[config.mk]
export PLATFORM = sky130hd
export DESIGN_NAME = regfile_mp
export DESIGN_NICKNAME = d
export VERILOG_FILES = /design/src/rtl/regfile_pkg.sv /design/src/rtl/regfile_read_port.sv /design/src/rtl/regfile_mp.sv
export SDC_FILE = /design/constraint.sdc
export NUM_CORES = 1
export LEC_CHECK = 0
export CAP_MARGIN = 5
export CELL_PAD_IN_SITES_DETAIL_PLACEMENT = 1
export CELL_PAD_IN_SITES_GLOBAL_PLACEMENT = 1
export CORE_MARGIN = 5
export CORE_UTILIZATION = 35
export CTS_CLUSTER_DIAMETER = 60
export DETAILED_ROUTE_END_ITERATION = 10
export DONT_BUFFER_PORTS = 1
export GPL_TIMING_DRIVEN = 0
export PLACE_DENSITY = 0.53
export SETUP_SLACK_MARGIN = 0.15
export SLEW_MARGIN = 20
export SYNTH_ARGS = -nofsm -noshare
export SYNTH_HDL_FRONTEND = slang
export SYNTH_HIERARCHICAL = 1
export SYNTH_SLANG_ARGS = --single-unit
export TNS_END_PERCENT = 1
[constraint.sdc]
create_clock -name clk -period 7.68 [get_ports clk]
set_clock_uncertainty 0.1 [all_clocks]
set_input_delay 0 -clock clk [delete_from_list [all_inputs] [get_ports clk]]
set_output_delay 0 -clock clk [all_outputs]
set_load 0.1 [all_outputs]
[src/rtl/regfile_pkg.sv]
// -----------------------------------------------------------------------------
// regfile_pkg
// Shared definitions for the multi-port register file: the controller state
// encoding and the default geometry / stack-pointer constants.
// No ports (package).
// -----------------------------------------------------------------------------
package regfile_pkg;

    // CLEAR walks every entry writing its post-reset value; RUN is normal use.
    typedef enum logic {
        CLEAR = 1'b0,
        RUN   = 1'b1
    } state_e;

    localparam int unsigned DEF_DATA_W  = 32;
    localparam int unsigned DEF_ADDR_W  = 5;
    localparam int unsigned DEF_SP_IDX  = 29;
    localparam int unsigned DEF_SP_INIT = 252;

endpackage

[src/rtl/regfile_read_port.sv]
// -----------------------------------------------------------------------------
// regfile_read_port
// One combinational read lane: forces zero while initialising or when the
// zero register is addressed, and optionally forwards the write in flight.
//
// Ports:
//   rd_addr_i  in   ADDR_W  index being read on this lane
//   rd_raw_i   in   DATA_W  array content at rd_addr_i
//   run_i      in   1       controller is in RUN
//   wr_en_i    in   1       a user write will commit on the next edge
//   wr_addr_i  in   ADDR_W  index of that write
//   wr_data_i  in   DATA_W  data of that write
//   rd_data_o  out  DATA_W  lane result
// -----------------------------------------------------------------------------
module regfile_read_port
    import regfile_pkg::*;
#(
    parameter int unsigned DATA_W = DEF_DATA_W,
    parameter int unsigned ADDR_W = DEF_ADDR_W,
    parameter int unsigned BYPASS = 1
) (
    input  logic [ADDR_W-1:0] rd_addr_i,
    input  logic [DATA_W-1:0] rd_raw_i,
    input  logic              run_i,
    input  logic              wr_en_i,
    input  logic [ADDR_W-1:0] wr_addr_i,
    input  logic [DATA_W-1:0] wr_data_i,
    output logic [DATA_W-1:0] rd_data_o
);

    always_comb begin
        // NOTE: assigning a default first means every path drives the output,
        // so no latch can be inferred.
        rd_data_o = rd_raw_i;
        if (!run_i || rd_addr_i == '0) begin
            rd_data_o = '0;
        end else if (BYPASS != 0 && wr_en_i && wr_addr_i == rd_addr_i) begin
            rd_data_o = wr_data_i;
        end
    end

endmodule

[src/rtl/regfile_mp.sv]
// -----------------------------------------------------------------------------
// regfile_mp
// Register file with one write port and NUM_RD combinational read ports.
// After reset a CLEAR phase walks all entries (stack pointer gets SP_INIT,
// everything else 0) before 'ready' rises and normal writes are accepted.
//
// Ports:
//   clk            in   1              rising-edge clock
//   rst            in   1              synchronous, active-high reset
//   RegWrite       in   1              write enable
//   WriteRegister  in   ADDR_W         write index
//   WriteData      in   DATA_W         write data
//   ReadRegister   in   NUM_RD*ADDR_W  read indices, lane k at [k*ADDR_W +: ADDR_W]
//   ReadData       out  NUM_RD*DATA_W  read data,    lane k at [k*DATA_W +: DATA_W]
//   ready          out  1              initialisation complete
// -----------------------------------------------------------------------------
module regfile_mp
    import regfile_pkg::*;
#(
    parameter int unsigned DATA_W  = DEF_DATA_W,
    parameter int unsigned ADDR_W  = DEF_ADDR_W,
    parameter int unsigned NUM_RD  = 2,
    parameter int unsigned BYPASS  = 1,
    parameter int unsigned SP_IDX  = DEF_SP_IDX,
    parameter int unsigned SP_INIT = DEF_SP_INIT
) (
    input  logic                     clk,
    input  logic                     rst,
    input  logic                     RegWrite,
    input  logic [ADDR_W-1:0]        WriteRegister,
    input  logic [DATA_W-1:0]        WriteData,
    input  logic [NUM_RD*ADDR_W-1:0] ReadRegister,
    output logic [NUM_RD*DATA_W-1:0] ReadData,
    output logic                     ready
);

    localparam int unsigned DEPTH = 2 ** ADDR_W;

    logic [DATA_W-1:0] mem_q [DEPTH];

    state_e            state_q;
    logic [ADDR_W-1:0] idx_q;
    logic              ready_q;

    logic              run;
    logic              user_wr;
    logic              mem_we;
    logic [ADDR_W-1:0] mem_waddr;
    logic [DATA_W-1:0] mem_wdata;

    assign run   = (state_q == RUN);
    assign ready = ready_q;

    // A user write that will really commit; also what read lanes forward.
    assign user_wr = run && !rst && RegWrite && (WriteRegister != '0);

    // Single write port shared by the CLEAR walker and user writes.
    always_comb begin
        mem_we    = 1'b0;
        mem_waddr = WriteRegister;
        mem_wdata = WriteData;
        if (!rst) begin
            if (state_q == CLEAR) begin
                mem_we    = 1'b1;
                mem_waddr = idx_q;
                // Full-width compare: an SP_IDX outside the array selects nothing.
                mem_wdata = (32'(idx_q) == SP_IDX) ? DATA_W'(SP_INIT) : '0;
            end else begin
                mem_we = user_wr;
            end
        end
    end

    // Controller: state, walk index and registered ready.
    always_ff @(posedge clk) begin
        if (rst) begin
            state_q <= CLEAR;
            idx_q   <= '0;
            ready_q <= 1'b0;
        end else begin
            case (state_q)
                CLEAR: begin
                    if (idx_q == {ADDR_W{1'b1}}) begin
                        state_q <= RUN;
                        ready_q <= 1'b1;
                    end else begin
                        idx_q <= idx_q + 1'b1;
                    end
                end
                RUN: begin
                    state_q <= RUN;
                end
                default: begin
                    state_q <= CLEAR;
                    idx_q   <= '0;
                    ready_q <= 1'b0;
                end
            endcase
        end
    end

    // NOTE: the storage array has no reset term; contents become defined by
    // the CLEAR walk, which keeps it mappable to distributed RAM.
    always_ff @(posedge clk) begin
        if (mem_we) begin
            mem_q[mem_waddr] <= mem_wdata;
        end
    end

    for (genvar k = 0; k < NUM_RD; k++) begin : g_rd
        logic [ADDR_W-1:0] rd_addr;
        assign rd_addr = ReadRegister[k*ADDR_W +: ADDR_W];

        regfile_read_port #(
            .DATA_W (DATA_W),
            .ADDR_W (ADDR_W),
            .BYPASS (BYPASS)
        ) u_rd (
            .rd_addr_i (rd_addr),
            .rd_raw_i  (mem_q[rd_addr]),
            .run_i     (run),
            .wr_en_i   (user_wr),
            .wr_addr_i (WriteRegister),
            .wr_data_i (WriteData),
            .rd_data_o (ReadData[k*DATA_W +: DATA_W])
        );
    end

endmodule

After elaboration in Yosys (flattened, before gate mapping). Memories as Yosys holds them, arrays and structs flattened. Cells that the tools add are included.

Output and inout port bits: 65. Register bits after elaboration: 7. Bits in writable memories: 1024. Word-level logic and storage cells: 40. Memories: 1. Input bits: 50.

Memory list: mem_q (depth 32, bits a word 32, read ports 2, clocked after memory_dff 0, wr ports 1, line regfile_mp.sv:39) `logic [DATA_W-1:0] mem_q [DEPTH];`.

Reduce and logical (&&, ||, !) cells: 14. Bitwise operators: 2. Equal/unequal tests: 4. Mux-type cells: 15. $add $sub $neg: 1.

Operators by type and width (count): 32-bit 2-to-1 mux (6); 5-bit == test (2); 5-bit == test (second input constant) (2); 5-bit zero test (2); 5-bit 2-to-1 mux (2); 8-bit 2-to-1 mux (1); 5-bit by 1-bit adder with 5-bit output (second input constant) (1); 1-bit logical AND (5); 1-bit 2-to-1 mux (5); 5-bit nonzero test (1); 2-bit AND reduction (2); 1-bit zero test (2); 1-bit logical OR (2); 1-bit inverter (2); 1-bit one-hot mux with 2 select lines (1).

Longest topological paths before layout.
Depth after elaboration: 8. Gate-level depth with buffers: 10. Gate-level depth less buffers: 7.

Hierarchy. Netlist, hierarchy kept.

By module, submodules not included: regfile_mp (sequential area each 30889.6 µm², area each 49434.9 µm², cells each 3482, instances 1); regfile_read_port (sequential area each 0.0 µm², area each 696.9 µm², cells each 123, instances 2).

Worst setup path before layout. Ideal clock, no wire load.

Kind: reg2reg. Start point: reg state_q, in the netlist run. End point: mem mem_q[10][0] in the netlist's numbering (enable). Arrival time: 2.591 ns. Required time: 7.159 ns. Setup time: 0.421 ns. Path buffers: 2. Period minus slack after synthesis: 3.112 ns. Path slack: 4.568 ns. Cell stages (with the launch flop): 7. Cells stage by stage: dfxtp_1 > or2_1 > buf_2 > buf_2 > o21ai_1 > nand2_1 > nor2_1.

Longest elaborated chain between the ends: 7. Elaborated cells on any way between the ends: 9. Those cells by class: mux (6); reduce/logical (3).

Ends and longest elaborated chain: start: declaration (line regfile_mp.sv:41) `state_e state_q;`; start signal: assignment (line regfile_mp.sv:77) `state_q <= CLEAR;`; start signal: assignment (line regfile_mp.sv:84) `state_q <= RUN;`; start signal: assignment (line regfile_mp.sv:91) `state_q <= RUN;`; 1-bit logical AND (3 in a row) (line regfile_mp.sv:55) `assign user_wr = run && !rst && RegWrite && (WriteRegister != '0);`; 1-bit 2-to-1 mux (line regfile_mp.sv:63) `if (state_q == CLEAR) begin`; 1-bit 2-to-1 mux (line regfile_mp.sv:62) `if (!rst) begin`; 1-bit 2-to-1 mux (line regfile_mp.sv:105) `if (mem_we) begin`; 1-bit 2-to-1 mux (implied by the code) (line regfile_mp.sv:106) `mem_q[mem_waddr] <= mem_wdata;`; end: declaration (line regfile_mp.sv:39).

Several ways; a longest one is shown, not always the timed one.

Worst setup path after layout.
Start point: reg state_q, in the netlist run. End point: out ReadData[35].

Longest elaborated chain between the ends: 6. Elaborated cells on any way between the ends: 8. Those cells by class: mux (2); reduce/logical (6).

Ends and longest elaborated chain: 1-bit logical AND (3 in a row) (line regfile_mp.sv:55); named net user_wr (line regfile_mp.sv:46) `logic user_wr;`; 1-bit logical AND (line regfile_read_port.sv:37) `end else if (BYPASS != 0 && wr_en_i && wr_addr_i == rd_addr_i) begin`; 32-bit 2-to-1 mux (line regfile_read_port.sv:37); 32-bit 2-to-1 mux (line regfile_read_port.sv:35) `if (!run_i || rd_addr_i == '0) begin`; end: declaration (line regfile_mp.sv:33) `output logic [NUM_RD*DATA_W-1:0] ReadData,`.

The timed path passes the listed nets, and every way through them passes these cells.

==> flow_summary.yaml <==
status:
  status: "finished clean"
layout:
  multi_input_area_um2: 18600
  final_area_um2: 60000
  layout_commonest_cell: "mux2i_1"
  fin_nets: 4017
  final_cell_mix: "mux2i_1, edfxtp_1, nand2_1"
  drive_above_1_share: 0.143
  final_cell_count_no_fill: 5974
  area_delta_synth_final_pct: 18.0
  final-seq-area_um2: 30900
  fillers: 14600
power_and_ir_drop:
  comb_power_share: 0.095
  switchingPower_uw: 3380
  p_per_area_nw_per_um2: 228
  fin_total_pwr_uw: 13700
  p_seq_frac: 0.458
  swShare: 0.247
  ir_drop_v: 0.000167
  p_leak_uw: 0.0222
  internal-power_uw: 10300
  clock_power_share: 0.446
clock_tree:
  clk_path_buf_depth: 3
  clock_latency_ns: 0.77
  cts_tree: "built"
  clkSinkCount: 1031
  cts_root_buf: "clkbuf_16"
  cts.reportedPaths.clkPinSlew_ns: 0.06
  htree_levels: 4
  cts_buffers: 132
route:
  vias: 34900
  wirelength_um: 202000
  route.detailed.drc: 0
  drt_pass1_iterations: 6
  wl_per_cell_um: 33.8
  drt_iter0_markers: 3108
  viasPerCell: 5.84
  ant_nets: 0
placed_design:
  hpwlAfterDp_um: 145000
  numPortBuffers: 0
  place_area_um2: 55400
  dp.cells: 5697
  gp_congestion: 0.836
floorplanning:
  coreArea_um2: 144000
  start_util: 0.353
  die_h_um: 391
  rows: 139
  io_pins: 115
  die_w_um: 391
  die_area_um2: 153000
logic_synthesis:
  synth_edf_count: 1024
  yosysSeqAreaShare: 0.608
  synth_fp_nets: 3781
  synth_area_um2: 50800
  avgSynthCellArea_um2: 13.6
  syn_inst: 3728
  synth-seq-cells: 1031
  synth-async-reset-ratio: 0
  synthDistinctLibCells: 41
  synth_flop_cell: "edfxtp_1"
  ys_warn_count: 6
critical_path:
  endpoint_kind: "primary output"
  cp.arrival_ns: 4.58
  cp_max_fo: 10
  reg2reg_depth: 9
  critPathRequiredTime_ns: 7.58
  cp-start-kind: "flop"
  critical_path_class: "flop to primary output"
grt:
  grt_pass1_wl_um: 279000
  grt_antenna_before_repair: 10
  grt_max_degree: 33
  overflow: 0
  grt_pass1_vias: 36200
  grt.total_usage: 0.259
run:
  maxCapViolCount: 0
sta:
  finalSetupTns_ns: 0
  period_minus_slack_ns: 4.68
  finalHoldViolations: 0
  maxSlewViolCount: 0
  setup_viol: 0
  tightest_slew_ns: 1.23
  clock.fmax_mhz: 214
  rsz0062_at_grt: "false"
  fin_crit_sh: 0.609
  max_slew_margin: 0.169
hold_path:
  whs_path_depth: 4
  min_path_type: "input pin to flop"
## logic make-up (layout without fill, tap and decap cells)
| family | after synthesis | count (layout) | share of synthesized area |
|---|---|---|---|
| DFF | 1031 | 1031 | 0.608 |
| muxes | 1025 | 1025 | 0.202 |
| and+or+nand+nor | 703 | 703 | 0.0651 |
| AOI/OAI and AO/OA | 659 | 659 | 0.0861 |
| buffers and inverters | 294 | 630 | 0.0363 |
| xor gates and xnor gates | 13 | 13 | 0.00224 |
| adders and majority gates | 3 | 3 | 0.000739 |
| other | 0 | 7 | 0 |
## power groups by stage
stage	Combinational [uW]	Clock [uW]	Sequential, uW
2_1_floorplan	714	0	6380
3_3_place_gp	1220	0	6400
3_5_place_dp	1270	0	6390
4_1_cts	1290	6220	6270
5_1_grt	1350	6470	6270
6_report	1300	6110	6270
## metrics by stage
step | worst slack, ns | util | hold slack [ns]
2_1_floorplan | 4.57 | - | 0.156
3_3_place_gp | 1.02 | 0.370 | 0.211
3_5_place_dp | 3.94 | 0.385 | 0.221
4_1_cts | 3.19 | 0.416 | 0.00443
5_1_grt | 3.16 | 0.416 | 0.117
6_report | 3.00 | 0.417 | 0.112
## critical path, cell delays in order, from the launching register on
cell and delay, ns:
dfxtp_1 0.49, o211a_1 0.22, and2_1 0.40, clkbuf_1 0.90, and2_1 0.79, buf_2 0.54
o21ai_2 0.44
## Yosys cell counts (2+ instances only)
library cell / n / area, um2
dfxtp_1: 7 / 140
xor2_1: 10 / 87.6
o21ai_1: 66 / 330
nor2_1: 43 / 161
a21oi_1: 195 / 976
a21o_1: 6 / 45.0
clkbuf_4: 4 / 30.0
mux2i_1: 1025 / 10300
ha_1: 3 / 37.5
xnor2_1: 3 / 26.3
nand4_1: 66 / 413
nor3_1: 64 / 320
nand2_1: 280 / 1050
a31oi_1: 64 / 400
nor4_4: 2 / 42.5
a22oi_1: 192 / 1440
and2_1: 32 / 200
buf_6: 58 / 653
o21ai_0: 2 / 10.0
buf_2: 87 / 435
nand2b_1: 4 / 25.0
or2_2: 2 / 12.5
or4_1: 3 / 22.5
nand3_1: 194 / 971
nand3b_1: 4 / 30.0
nor2b_1: 5 / 31.3
a22o_1: 128 / 1120
clkbuf_1: 86 / 323
buf_1: 9 / 33.8
buf_4: 48 / 360
inv_1: 2 / 7.51
edfxtp_1: 1024 / 30700
o21a_1: 2 / 15.0
## what timing repair did
action                                 in CTS  in global routing
gates resized for setup                     0                  0
endpoints found under the hold margin     930                128
hold buffers                               32                  4
setup buffers                               0                  0
## final timing paths
kind	slack (ns)	startpoint	end
setup reg to reg	3.75	run	mem_q[9][9]
hold / removal	0.11	WriteRegister[4]	mem_q[17][21]
setup / recovery	3.00	run	ReadData[35]
hold reg to reg	0.46	idx_q[1]	idx_q[1]
## layout make-up
| type | instances | area share |
|---|---|---|
| Clock inverter | 62 | 0.00878 |
| Tap cell | 1903 | 0.0397 |
| Clock buffer | 172 | 0.0615 |
| Inverter | 2 | 0.000125 |
| Timing Repair Buffer | 102 | 0.0331 |
| Buffer | 292 | 0.0307 |
| Sequential cell | 1031 | 0.515 |
| Multi-Input combinational cell | 2403 | 0.311 |
| Antenna cell | 7 | 0.000292 |
## registers in the layout, summed over array words and instances, names as in the netlist
signal,flops
idx_q,5
ready,1
mem_q,1024
run,1
## metal layers
layer,vias up,part of all wire,global-route usage
li1,15100,-,-
met4,0,0.031,0.0783
met5,-,0,0
met1,18400,0.45,0.359
met2,1118,0.46,0.417
met3,267,0.059,0.0456
(Power assumes the default switching activity.)
